## config.mk

```make
export PLATFORM = sky130hd
export DESIGN_NAME = lcd_refresh_scheduler
export DESIGN_NICKNAME = d
export VERILOG_FILES = /design/src/rtl/lcd_refresh_scheduler.sv
export SDC_FILE = /design/constraint.sdc
export NUM_CORES = 1
export LEC_CHECK = 0
export ABC_AREA = 0
export BUFFER_PORTS_ARGS = -buffer_cell sky130_fd_sc_hd__buf_2
export CORE_ASPECT_RATIO = 0.5
export CORE_MARGIN = 2
export CORE_UTILIZATION = 60
export DETAILED_ROUTE_END_ITERATION = 12
export GPL_ROUTABILITY_DRIVEN = 0
export GPL_TIMING_DRIVEN = 1
export HOLD_SLACK_MARGIN = 0.06
export PLACE_DENSITY_LB_ADDON = 0.1
export SYNTH_ARGS = -nofsm -noshare
export SYNTH_HDL_FRONTEND = slang
export SYNTH_SLANG_ARGS = --single-unit
export TNS_END_PERCENT = 5
```

## constraint.sdc

```tcl
create_clock -name clk -period 4.15 [get_ports clk]
set_input_delay 0.6225 -clock clk [delete_from_list [all_inputs] [get_ports clk]]
set_output_delay 0.6225 -clock clk [all_outputs]
set_load 0.005 [all_outputs]
```

## src/rtl/lcd_refresh_scheduler.sv

```systemverilog
// Shadow frame buffer and refresh scheduler for the HD44780 character path.
// Ports: clk/rst (async active-low); two write requesters req0_*/req1_*
// (valid/row/col/char in, ready out); lcd_busy in, lcd_trg out; read port
// rd_row/rd_col in, rd_data out; dirty and refresh_count status outputs.
module lcd_refresh_scheduler #(
   parameter  int ROWS        = 4,
   parameter  int COLS        = 16,
   parameter  int MIN_GAP     = 2500,
   parameter  int ACK_TIMEOUT = 4,
   localparam int RW          = $clog2(ROWS),
   localparam int CW          = $clog2(COLS)
) (
   input  logic          clk,
   input  logic          rst,
   input  logic          req0_valid,
   input  logic [RW-1:0] req0_row,
   input  logic [CW-1:0] req0_col,
   input  logic [7:0]    req0_char,
   output logic          req0_ready,
   input  logic          req1_valid,
   input  logic [RW-1:0] req1_row,
   input  logic [CW-1:0] req1_col,
   input  logic [7:0]    req1_char,
   output logic          req1_ready,
   input  logic          lcd_busy,
   output logic          lcd_trg,
   input  logic [RW-1:0] rd_row,
   input  logic [CW-1:0] rd_col,
   output logic [7:0]    rd_data,
   output logic          dirty,
   output logic [7:0]    refresh_count
);

   localparam int GW = (MIN_GAP > 1) ? $clog2(MIN_GAP + 1) : 1;
   localparam int KW = (ACK_TIMEOUT > 1) ? $clog2(ACK_TIMEOUT) : 1;

   typedef enum logic [2:0] {
      S_CLEAR,
      S_IDLE,
      S_ACK,
      S_DONE,
      S_GAP
   } state_t;

   state_t        r_state;
   state_t        w_state_nxt;
   logic [RW-1:0] r_clr_row;
   logic [CW-1:0] r_clr_col;
   logic          r_prio;
   logic          r_trg;
   logic          w_trg_nxt;
   logic          r_dirty;
   logic          w_dirty_nxt;
   logic [KW-1:0] r_ack_cnt;
   logic [KW-1:0] w_ack_nxt;
   logic [GW-1:0] r_gap_cnt;
   logic [GW-1:0] w_gap_nxt;
   logic [7:0]    r_ref_cnt;
   logic [7:0]    w_ref_nxt;
   logic [7:0]    r_rd_data;
   logic [7:0]    r_buf [ROWS][COLS];

   logic          w_arb_en;
   logic          w_gnt0;
   logic          w_gnt1;
   logic          w_wr_en;
   logic          w_wr_ok;
   logic [RW-1:0] w_wr_row;
   logic [CW-1:0] w_wr_col;
   logic [7:0]    w_wr_char;
   logic          w_wr_row_ok;
   logic          w_wr_col_ok;
   logic          w_rd_row_ok;
   logic          w_rd_col_ok;
   logic          w_clr_last;

   // r_prio=0 favours req0 on a tie; flips toward the other side on grant
   assign w_arb_en  = (r_state != S_CLEAR);
   assign w_gnt0    = w_arb_en & req0_valid & (~req1_valid | ~r_prio);
   assign w_gnt1    = w_arb_en & req1_valid & (~req0_valid | r_prio);
   assign w_wr_en   = w_gnt0 | w_gnt1;
   assign w_wr_row  = w_gnt1 ? req1_row  : req0_row;
   assign w_wr_col  = w_gnt1 ? req1_col  : req0_col;
   assign w_wr_char = w_gnt1 ? req1_char : req0_char;
   assign w_wr_ok   = w_wr_en & w_wr_row_ok & w_wr_col_ok;

   // Power-of-two geometries cannot address outside the buffer
   generate
      if (ROWS == (1 << RW)) begin : g_row_full
         assign w_wr_row_ok = 1'b1;
         assign w_rd_row_ok = 1'b1;
      end else begin : g_row_part
         assign w_wr_row_ok = (w_wr_row < RW'(ROWS));
         assign w_rd_row_ok = (rd_row < RW'(ROWS));
      end
      if (COLS == (1 << CW)) begin : g_col_full
         assign w_wr_col_ok = 1'b1;
         assign w_rd_col_ok = 1'b1;
      end else begin : g_col_part
         assign w_wr_col_ok = (w_wr_col < CW'(COLS));
         assign w_rd_col_ok = (rd_col < CW'(COLS));
      end
   endgenerate

   assign w_clr_last = (r_clr_row == RW'(ROWS - 1)) &&
                       (r_clr_col == CW'(COLS - 1));

   always_comb begin
      w_state_nxt = r_state;
      w_trg_nxt   = 1'b0;
      w_ack_nxt   = r_ack_cnt;
      w_gap_nxt   = r_gap_cnt;
      w_ref_nxt   = r_ref_cnt;
      w_dirty_nxt = r_dirty | w_wr_ok;
      // The trigger cycle hands the buffer to the driver; only a write
      // landing in that same cycle keeps it marked as changed.
      if (r_trg) begin
         w_dirty_nxt = w_wr_ok;
      end
      unique case (r_state)
         S_CLEAR: begin
            if (w_clr_last) begin
               w_dirty_nxt = 1'b1;
               w_state_nxt = S_IDLE;
            end
         end
         S_IDLE: begin
            if (r_dirty && !lcd_busy) begin
               w_trg_nxt   = 1'b1;
               w_ack_nxt   = '0;
               w_state_nxt = S_ACK;
            end
         end
         S_ACK: begin
            if (lcd_busy) begin
               w_state_nxt = S_DONE;
            end else if (r_ack_cnt == KW'(ACK_TIMEOUT - 1)) begin
               w_dirty_nxt = 1'b1;
               w_state_nxt = S_IDLE;
            end else begin
               w_ack_nxt = r_ack_cnt + 1'b1;
            end
         end
         S_DONE: begin
            if (!lcd_busy) begin
               w_ref_nxt = r_ref_cnt + 8'd1;
               if (MIN_GAP == 0) begin
                  w_state_nxt = S_IDLE;
               end else begin
                  w_gap_nxt   = GW'(MIN_GAP);
                  w_state_nxt = S_GAP;
               end
            end
         end
         S_GAP: begin
            if (r_gap_cnt <= GW'(1)) begin
               w_state_nxt = S_IDLE;
            end else begin
               w_gap_nxt = r_gap_cnt - 1'b1;
            end
         end
         default: begin
            w_state_nxt = S_CLEAR;
         end
      endcase
   end

   always_ff @(posedge clk or negedge rst) begin
      if (!rst) begin
         r_state   <= S_CLEAR;
         r_clr_row <= '0;
         r_clr_col <= '0;
         r_prio    <= 1'b0;
         r_trg     <= 1'b0;
         r_dirty   <= 1'b0;
         r_ack_cnt <= '0;
         r_gap_cnt <= '0;
         r_ref_cnt <= 8'd0;
      end else begin
         r_state   <= w_state_nxt;
         r_trg     <= w_trg_nxt;
         r_dirty   <= w_dirty_nxt;
         r_ack_cnt <= w_ack_nxt;
         r_gap_cnt <= w_gap_nxt;
         r_ref_cnt <= w_ref_nxt;
         if (w_gnt0) begin
            r_prio <= 1'b1;
         end else if (w_gnt1) begin
            r_prio <= 1'b0;
         end
         if (r_state == S_CLEAR) begin
            if (r_clr_col == CW'(COLS - 1)) begin
               r_clr_col <= '0;
               r_clr_row <= r_clr_row + 1'b1;
            end else begin
               r_clr_col <= r_clr_col + 1'b1;
            end
         end
      end
   end

   // Storage is not reset; CLEAR initialises it
   always_ff @(posedge clk) begin
      if (r_state == S_CLEAR) begin
         r_buf[r_clr_row][r_clr_col] <= 8'h20;
      end else if (w_wr_ok) begin
         r_buf[w_wr_row][w_wr_col] <= w_wr_char;
      end
   end

   always_ff @(posedge clk or negedge rst) begin
      if (!rst) begin
         r_rd_data <= 8'h00;
      end else if (w_rd_row_ok && w_rd_col_ok) begin
         r_rd_data <= r_buf[rd_row][rd_col];
      end else begin
         r_rd_data <= 8'h20;
      end
   end

   assign req0_ready    = w_gnt0;
   assign req1_ready    = w_gnt1;
   assign lcd_trg       = r_trg;
   assign rd_data       = r_rd_data;
   assign dirty         = r_dirty;
   assign refresh_count = r_ref_cnt;

endmodule

```

**Yosys cells after proc, flatten, opt, wreduce, memory -nomap -nowiden**

Memory sizes are Yosys's and may differ from the RTL's.
Index checks and enable logic that the tools add are counted.

- Reduce and logical (&&, ||, !) cells: 16
- $add $sub $neg: 5
- Bitwise operators: 15
- Muxes and demuxes: 42
- Equality and inequality tests: 15
- $lt $le $gt $ge: 6

Operators with widths:

| cell | number |
|---|---|
| 2-to-1 mux 128 bit | 4 |
| OR reduction 128 bit | 1 |
| demux 8 bit (select 4 bit) | 2 |
| 2-to-1 mux 8 bit | 5 |
| binary-select mux 8 bit (select 4 bit) | 1 |
| 2-to-1 mux 12 bit | 2 |
| case mux 12 bit (2 select lines) | 1 |
| 2-to-1 mux 3 bit | 6 |
| >= comparator 5 bit (second input constant) | 3 |
| inverter 4 -> 5 bit | 3 |
| case mux 3 bit (5 select lines) | 1 |
| != test 2 bit (second input constant) | 7 |
| <= comparator 12 x 1 -> 1 bit (second input constant) | 1 |
| subtractor 12 x 1 -> 12 bit (second input constant) | 1 |
| 2-to-1 mux 1 bit | 11 |
| < comparator 5 x 1 -> 1 bit (second input constant) | 2 |
| 2-to-1 mux 2 bit | 5 |
| adder 8 x 1 -> 8 bit (second input constant) | 1 |
| 2-to-1 mux 4 bit | 2 |
| == test 3 x 2 -> 1 bit (second input constant) | 2 |
| nonzero test 2 bit | 3 |
| AND reduction 5 bit | 1 |
| adder 2 x 1 -> 2 bit (second input constant) | 2 |
| adder 4 x 1 -> 4 bit (second input constant) | 1 |
| 17 further kinds | 31 |

- Bits in registers: 42
- Logic and storage cells: 110
- Input port bits: 39
- Bits in writable memories: 512
- Output and inout port bits: 20
- Memories: 1

Memory list:

| name | depth | width | read ports | clocked after Yosys merged registers in | write ports | RTL line | text |
|---|---|---|---|---|---|---|---|
| r_buf | 4 | 128 | 1 | 0 | 1 | 61 | `logic [7:0] r_buf [ROWS][COLS];` |

**Logic depth before layout (Yosys ltp)**

Gate-level depths: netlist of the first run.

- Depth after elaboration: 12
- Gate-level depth with buffers: 9
- Depth with buffers taken out: 7

**Worst setup path before layout of the first run**

OpenSTA, ideal clock, no wires.

- Kind: register -> register
- From: register r_state[0]
- To: memory r_buf[0][0] (netlist name) (data pin)
- Setup time: 0.548 ns
- Data required time: 3.602 ns
- Period minus slack after synthesis: 3.590 ns
- Data arrival time: 3.042 ns
- Path buffers: 2
- Cell stages (with the launch flop): 7
- Slack: 0.560 ns
- Cell sequence: dfrtp_1 > or3_1 > clkbuf_1 > nand3_2 > buf_2 > nand2_1 > a21oi_1

- Word-level cells in the longest chain between the ends: 12
- Elaborated cells between the ends (all ways): 20

RTL lines:

| item | RTL line | text |
|---|---|---|
| start, declared | 45 | `state_t r_state;` |
| start signal, assigned | 180 | `r_state <= w_state_nxt;` |
| nonzero test 3 bit | 78 | `assign w_arb_en = (r_state != S_CLEAR);` |
| bitwise AND 1 bit (2 in series) | 80 | `assign w_gnt1 = w_arb_en & req1_valid & (~req0_valid \| r_prio);` |
| 2-to-1 mux 4 bit | 83 | `assign w_wr_col = w_gnt1 ? req1_col : req0_col;` |
| inverter 4 -> 5 bit (implied by the code) | 207 | `r_buf[w_wr_row][w_wr_col] <= w_wr_char;` |
| >= comparator 5 bit (implied by the code) / < comparator 5 x 1 -> 1 bit (equally long branches) | 207 |  |
| logical AND 1 bit (implied by the code) | 207 |  |
| 2-to-1 mux 8 bit (implied by the code) | 207 |  |
| demux 8 bit (select 4 bit) | 207 |  |
| 2-to-1 mux 128 bit (implied by the code) | 207 |  |
| OR reduction 128 bit (no line) | n/a |  |
| 2-to-1 mux 128 bit (no line) * | n/a |  |
| end, declared | 61 |  |

Mark *: on every way between the ends. The rest lies on a longest branch, timed or not.

**Final worst setup path of the first run**

- From: register r_state[0]
- To: memory r_buf[3][113] (netlist name) (enable)

- Word-level cells in the longest chain between the ends: 12
- Elaborated cells between the ends (all ways): 23

RTL lines:

| item | RTL line |
|---|---|
| nonzero test 3 bit | 78 |
| bitwise AND 1 bit (2 in series) | 80 |
| 2-to-1 mux 4 bit | 83 |
| inverter 4 -> 5 bit (implied by the code) | 207 |
| >= comparator 5 bit (implied by the code) / < comparator 5 x 1 -> 1 bit (equally long branches) | 207 |
| logical AND 1 bit (implied by the code) | 207 |
| 2-to-1 mux 8 bit (implied by the code) | 207 |
| demux 8 bit (select 4 bit) | 207 |
| 2-to-1 mux 128 bit (implied by the code) | 207 |
| OR reduction 128 bit (no line) | n/a |
| 2-to-1 mux 2 bit (no line) / 2-to-1 mux 128 bit (equally long branches) | n/a |

Several ways; a longest one is shown, not always the timed one.

==> results of run 1 <==
[metrics by stage]
| stage | total power [mW] | area [um^2] | instances | utilization | hold WS, ps |
|---|---|---|---|---|---|
| 6_report | 11.7 | 25300 | 1832 | 0.681 | 246 |
| 5_1_grt | 12.0 | 25300 | 1832 | 0.681 | 281 |
| 4_1_cts | 11.7 | 25300 | 1831 | 0.681 | 248 |
| 3_5_place_dp | 7.18 | 23700 | 1743 | 0.638 | 469 |
| 3_3_place_gp | 7.16 | 23700 | 1743 | 0.638 | 452 |
| 2_1_floorplan | 6.83 | 22400 | 1183 | - | 327 |
[power by group through the flow]
stage | clock network, mW | logic [mW] | registers [mW]
global placement | 0 | 0.778 | 6.38
detailed placement | 0 | 0.795 | 6.38
finish | 4.59 | 0.796 | 6.26
global route | 4.85 | 0.846 | 6.26
floorplan | 0 | 0.446 | 6.39
CTS | 4.64 | 0.795 | 6.26
[per-layer routing]
layer | up-vias | track usage | share of wire
met5 | - | 0 | 0
met4 | 0 | 0.0566 | 0.016
met3 | 72 | 0.0686 | 0.10
met2 | 624 | 0.409 | 0.46
met1 | 6275 | 0.406 | 0.42
li1 | 5058 | - | -
[cells by family after synthesis]
logic type	count (synthesis)	synth area share
buffers and inverters	77	0.0188
AOI/OAI and AO/OA	133	0.0426
DFF	554	0.732
muxes	165	0.146
and+or+nand+nor	230	0.0495
xor gates and xnor gates	15	0.00585
adders and majority gates	9	0.00502
[worst paths after layout]
kind                       cells past startpoint                      endpoint  slack (ps)
min                                            1               dirty$_DFF_PN0_         250
max in group asynchronous                      1            r_prio$_DFFE_PN0P_        3250
max                                            5       r_buf[3][113]$_DFFE_PP_         580
min in group clk                               2             lcd_trg$_DFF_PN0_         270
min reg2reg                                    1  refresh_count[7]$_DFFE_PN0P_         470
max reg2reg                                    5       r_buf[3][113]$_DFFE_PP_         580
[sequential cells by signal (all words and copies together), names as in the netlist]
signal         count
r_buf            512
r_ack_cnt          2
r_gap_cnt         12
r_state            3
r_clr_row          2
r_clr_col          4
refresh_count      8
r_prio             1
lcd_trg            1
rd_data            8
dirty              1
[worst register-to-register path, delay by kind of cell, from the launching register on]
family,cells,cell delay [ps]
compound gates,3,1630
simple gates,2,1080
flops,1,520
[final cells by class]
cell class	instances	area share
diodes	1	0.0000990
clock buffers	66	0.0527
clock inverters	22	0.0106
inverters	11	0.00163
multi-input cells	552	0.225
flip-flops and latches	554	0.650
well taps	494	0.0245
repair buffers	132	0.0355
[placed cells by master, fill, tap and decap left out, types with 10 or more instances in the layout]
cell type / instances
o22ai_1: 11
a21oi_1: 16
nand2_1: 55
nor2_1: 85
nand2b_1: 14
dfrtp_1: 42
o21ai_0: 13
clkbuf_1: 14
nor2b_1: 15
buf_2: 55
mux2i_1: 23
a32oi_1: 15
mux4_2: 129
o2111ai_1: 10
buf_4: 72
xor2_1: 10
mux2_2: 13
clkbuf_16: 50
edfxtp_1: 512
==> summary.txt, run 1 <==
Synth
  • Net Count, Synth: 1231
  • Number of synthesized flops with an enable pin: 512
  • Cells after synthesis: 1183
  • Main synth FF type: edfxtp_1
  • Post-synth top area share: 0.685
  • Number of distinct library cells after synthesis: 65
  • Post-synthesis async set-or-reset flop share: 0.0758
  • Syn Std Cell Area: 0.0224 mm^2
  • Ys Warns: 0
  • Sequential area share after synthesis: 0.732
  • Count leader, synth: edfxtp_1
  • Synthesized area per cell: 19.0 um^2
  • Ranking of synthesized cells by area: edfxtp_1 (69%), mux4_2 (13%), dfrtp_1 (4.7%)
  • Post-synth top area cell: edfxtp_1
  • #FFs+latches synth: 554
  • Post-synth top cells: edfxtp_1 (512), mux4_2 (129), nor2_1 (85)

Timing
  • Final count of pins violating max slew: 0
  • Maximum clock rate: 280 MHz
  • Final worst-path cycle share: 0.860
  • Hold Fails Final Rpt: 0
  • RSZ-0062 raised after global routing: no
  • Tmin final: 3570 ps
  • Worst setup margin: 582 ps
  • Worst slew margin: 0.247
  • # setup viols final: 0
  • Final clock skew: 24.1 ps
  • Tightest Pin Transition: 1130 ps
  • Setup TNS: 0 ps

Setup path
  • Worst Path Arrival: 3800 ps
  • Critical path buffers and inverters: 0
  • Slowest cell on crit path: a32oi_1
  • Nature of the critical path startpoint: flip-flop
  • Critical R2R Launch: r_state[0]$_DFFE_PN0P_
  • CP Class: flip-flop to flip-flop
  • CP Max Fanout: 15
  • Cells along the critical path: or3_1, o21ai_2, a21oi_1, a32oi_1, nor2_1
  • Critical Path Max Stage Delay: 880 ps
  • Delay-heaviest family, CP: compound AO/OA/AOI/OAI gates
  • Crit path required time: 4380 ps
  • Crit end category: flip-flop
  • Beginning of the critical path: r_state[0]$_DFFE_PN0P_

Power
  • Clock share of power: 0.394
  • Leakage: 8.39 nW
  • Maximum VDD drop: 0.273 mV
  • Power share of the combinational group: 0.068
  • Net switching power: 2.53 mW
  • Sequential share of power: 0.538
  • Internal: 9.12 mW
  • PwrDens: 461 mW/mm^2
  • Switch share: 0.217

CTS
  • CTS Buf Count: 48
  • Clk sink count: 554
  • Root Driver: clkbuf_16
  • Setup bufs post-CTS: 0
  • H-Tree Level Count: 2
  • Clk_lat worst skew: 590 ps
  • Cts hold-fix bufs: 0
  • CTS tree: built
  • Worst-path clk slew: 70 ps
  • Post-CTS resize count: 0
  • Longest Clk Path Bufs: 3

Floorplanning
  • Ports: 59
  • Core area: 0.0371 mm^2
  • DIE AREA: 0.0391 mm^2
  • Initial core utilization: 0.605
  • FP Rows: 50
  • Die H: 141 um
  • Width of the die: 278 um

Route
  • WL/cell: 28.3 um
  • Vias per cell: 6.57
  • Drt pass-1 iters: 5
  • Final wirelength: 51800 um
  • ANT nets after route: 0
  • DR vias: 12029
  • First DRT Iteration DRCs: 1529
  • Drt drc: 0

Final layout
  • Area delta synth->final: 12.6%
  • FILL cells: 2387
  • Nets: 1347
  • Area occupied by multi-input gates: 0.00569 mm^2
  • Register area: 0.0164 mm^2
  • Share of layout cells above drive strength 1: 0.274

Placed design
  • Final HPWL DP: 33200 um
  • Place WS: 632 ps
  • Port-buffer cells: 58

Global route
  • Vias in the first global route: 11868
  • GRT Total Usage: 0.270
  • First-pass GRT wire length: 76700 um
  • Grt ovf: 0
  • Largest net degree at the start of global routing: 65
  • Initial antenna violation count: 1

Flow run
  • Max-cap violations: 0

Worst hold path
  • Worst hold path class: input pin to asynchronous set/reset pin

Status
  • Outcome: complete, no violations
Note: power is estimated with default switching activity, not from simulation.
==> run 2, diff against run 1 <==
- CTS_BUF_LIST: default -> sky130_fd_sc_hd__clkbuf_16
==> run 2 against run 1 <==
- fmax decreased by 0.89%
- flip-flop and latch count is the same
- utilization is 0.054 points lower
- clock power shrank 2%
- critical endpoint is now r_buf[0][120]$_DFFE_PP_
- largest power group unchanged
==> summary.txt, run 2 (synthesized netlist as in run 1, its figures left out) <==
Status
  • Outcome: complete, no violations

CTS
  • H-Tree Level Count: 2
  • CTS Buf Count: 48
  • Longest Clk Path Bufs: 3
  • CTS tree: built
  • Cts hold-fix bufs: 0
  • Post-CTS resize count: 0
  • Clk sink count: 554
  • Setup bufs post-CTS: 0
  • Worst-path clk slew: 70 ps
  • Clk_lat worst skew: 590 ps
  • Root Driver: clkbuf_16

Setup path
  • Critical Path Max Stage Delay: 920 ps
  • Crit path required time: 4370 ps
  • Slowest cell on crit path: a32oi_1
  • Nature of the critical path startpoint: flip-flop
  • Critical R2R Launch: r_state[0]$_DFFE_PN0P_
  • Critical path buffers and inverters: 0
  • Crit end category: flip-flop
  • CP Class: flip-flop to flip-flop
  • FF-to-FF setup slack: 550 ps
  • Delay-heaviest family, CP: compound AO/OA/AOI/OAI gates
  • CP Max Fanout: 15
  • Cells along the critical path: or3_1, o21ai_2, a21oi_1, a32oi_1, nor2_1
  • Reg-to-reg endpoint: r_buf[0][120]$_DFFE_PP_
  • Cells on worst reg2reg path: 5
  • Worst Path Arrival: 3820 ps

Route
  • Vias per cell: 6.60
  • ANT nets after route: 0
  • DR vias: 12096
  • First DRT Iteration DRCs: 1539
  • Drt pass-1 iters: 6
  • WL/cell: 28.3 um
  • Final wirelength: 51900 um
  • Drt drc: 0

Final layout
  • Area delta synth->final: 12.5%
  • Share of layout cells above drive strength 1: 0.273
  • Largest register FFs: 512
  • Nets: 1347
  • Final Util: 0.681
  • Cell Count, Final, Fillers Out: 1832
  • Top flop regs: r_buf (512), r_gap_cnt (12)
  • Most common cell after layout, fill and taps aside: edfxtp_1
  • Most flops, register: r_buf
  • Commonest cells after routing, fill and taps aside: edfxtp_1 (512), mux4_2 (129), nor2_1 (85)

Placed design
  • Port-buffer cells: 58
  • Final HPWL DP: 33200 um
  • Dpl cells: 1743

Timing
  • Setup TNS: 0 ps
  • Maximum clock rate: 278 MHz
  • # setup viols final: 0
  • Tightest Pin Transition: 1160 ps
  • Final clock skew: 25.8 ps
  • Hold Fails Final Rpt: 0
  • Tmin final: 3600 ps
  • Final worst-path cycle share: 0.867
  • Final count of pins violating max slew: 0
  • Worst slew margin: 0.227
  • RSZ-0062 raised after global routing: no

Flow run
  • Max-cap violations: 0

Global route
  • First-pass GRT wire length: 76700 um
  • Grt ovf: 0
  • Initial antenna violation count: 1
  • GRT Total Usage: 0.270
  • Vias in the first global route: 11859
  • Largest net degree at the start of global routing: 65

Power
  • PwrDens: 459 mW/mm^2
  • Total Power: 11.6 mW
  • Leakage: 8.43 nW
  • Maximum VDD drop: 0.273 mV

Floorplanning
  • DIE AREA: 0.0391 mm^2
  • Ports: 59
  • Core area: 0.0371 mm^2
  • Initial core utilization: 0.605
  • Die H: 141 um
  • FP Rows: 50
  • Width of the die: 278 um

Worst hold path
  • Worst hold path class: input pin to asynchronous set/reset pin
-- run 2: where the power goes --
group | leakage [nW] | switching (mW) | internal [mW]
registers | 5.17 | 0.0220 | 6.24
clock network | 0.829 | 1.97 | 2.55
logic | 2.44 | 0.539 | 0.259
total | 8.43 | 2.53 | 9.05
-- run 2: how the worst max path moves through the flow --
stage / slack (ps) / to / cells past startpoint / from
6_report: 550 / r_buf[0][120]$_DFFE_PP_ / 5 / r_state[0]$_DFFE_PN0P_
2_1_floorplan: 560 / r_buf[0][0]$_DFFE_PP_ / 6 / r_state[0]$_DFFE_PN0P_
5_1_grt: 410 / r_buf[0][127]$_DFFE_PP_ / 6 / r_state[0]$_DFFE_PN0P_
3_3_place_gp: 760 / r_buf[3][114]$_DFFE_PP_ / 5 / r_state[0]$_DFFE_PN0P_
3_5_place_dp: 630 / r_buf[0][125]$_DFFE_PP_ / 6 / r_state[0]$_DFFE_PN0P_
4_1_cts: 670 / r_buf[0][120]$_DFFE_PP_ / 6 / r_state[0]$_DFFE_PN0P_
-- run 2: cell type report --
cell class / instances / area [um^2]
Sequential cell: 554 / 16400
Fill cell: 2392 / 11800
Multi-Input combinational cell: 552 / 5690
Clock buffer: 50 / 1250
Timing Repair Buffer: 132 / 898
Tap cell: 494 / 618
Clock inverter: 38 / 328
Inverter: 11 / 41.3
Antenna cell: 1 / 2.50
-- run 2: per-stage QoR --
step	hold slack [ps]	worst slack (ps)	instance area, um^2
after floorplan	327	560	22400
after global placement	452	764	23700
after detailed placement	469	632	23700
after CTS	248	675	25200
after global routing	281	405	25300
final	255	550	25300
-- run 2: worst reg2reg max path, delay by kind of cell, from the launching register on --
| kind | cells | cell delay, ps |
|---|---|---|
| AND/OR/NAND/NOR | 2 | 1070 |
| AO/OA/AOI/OAI | 3 | 1660 |
| flip-flops | 1 | 520 |
-- run 2: routing by layer --
layer | global-route usage | vias up | share of wire
met5 | 0 | - | 0
met4 | 0.0566 | 0 | 0.016
met3 | 0.0686 | 68 | 0.10
met2 | 0.409 | 628 | 0.46
met1 | 0.405 | 6331 | 0.42
li1 | - | 5069 | -
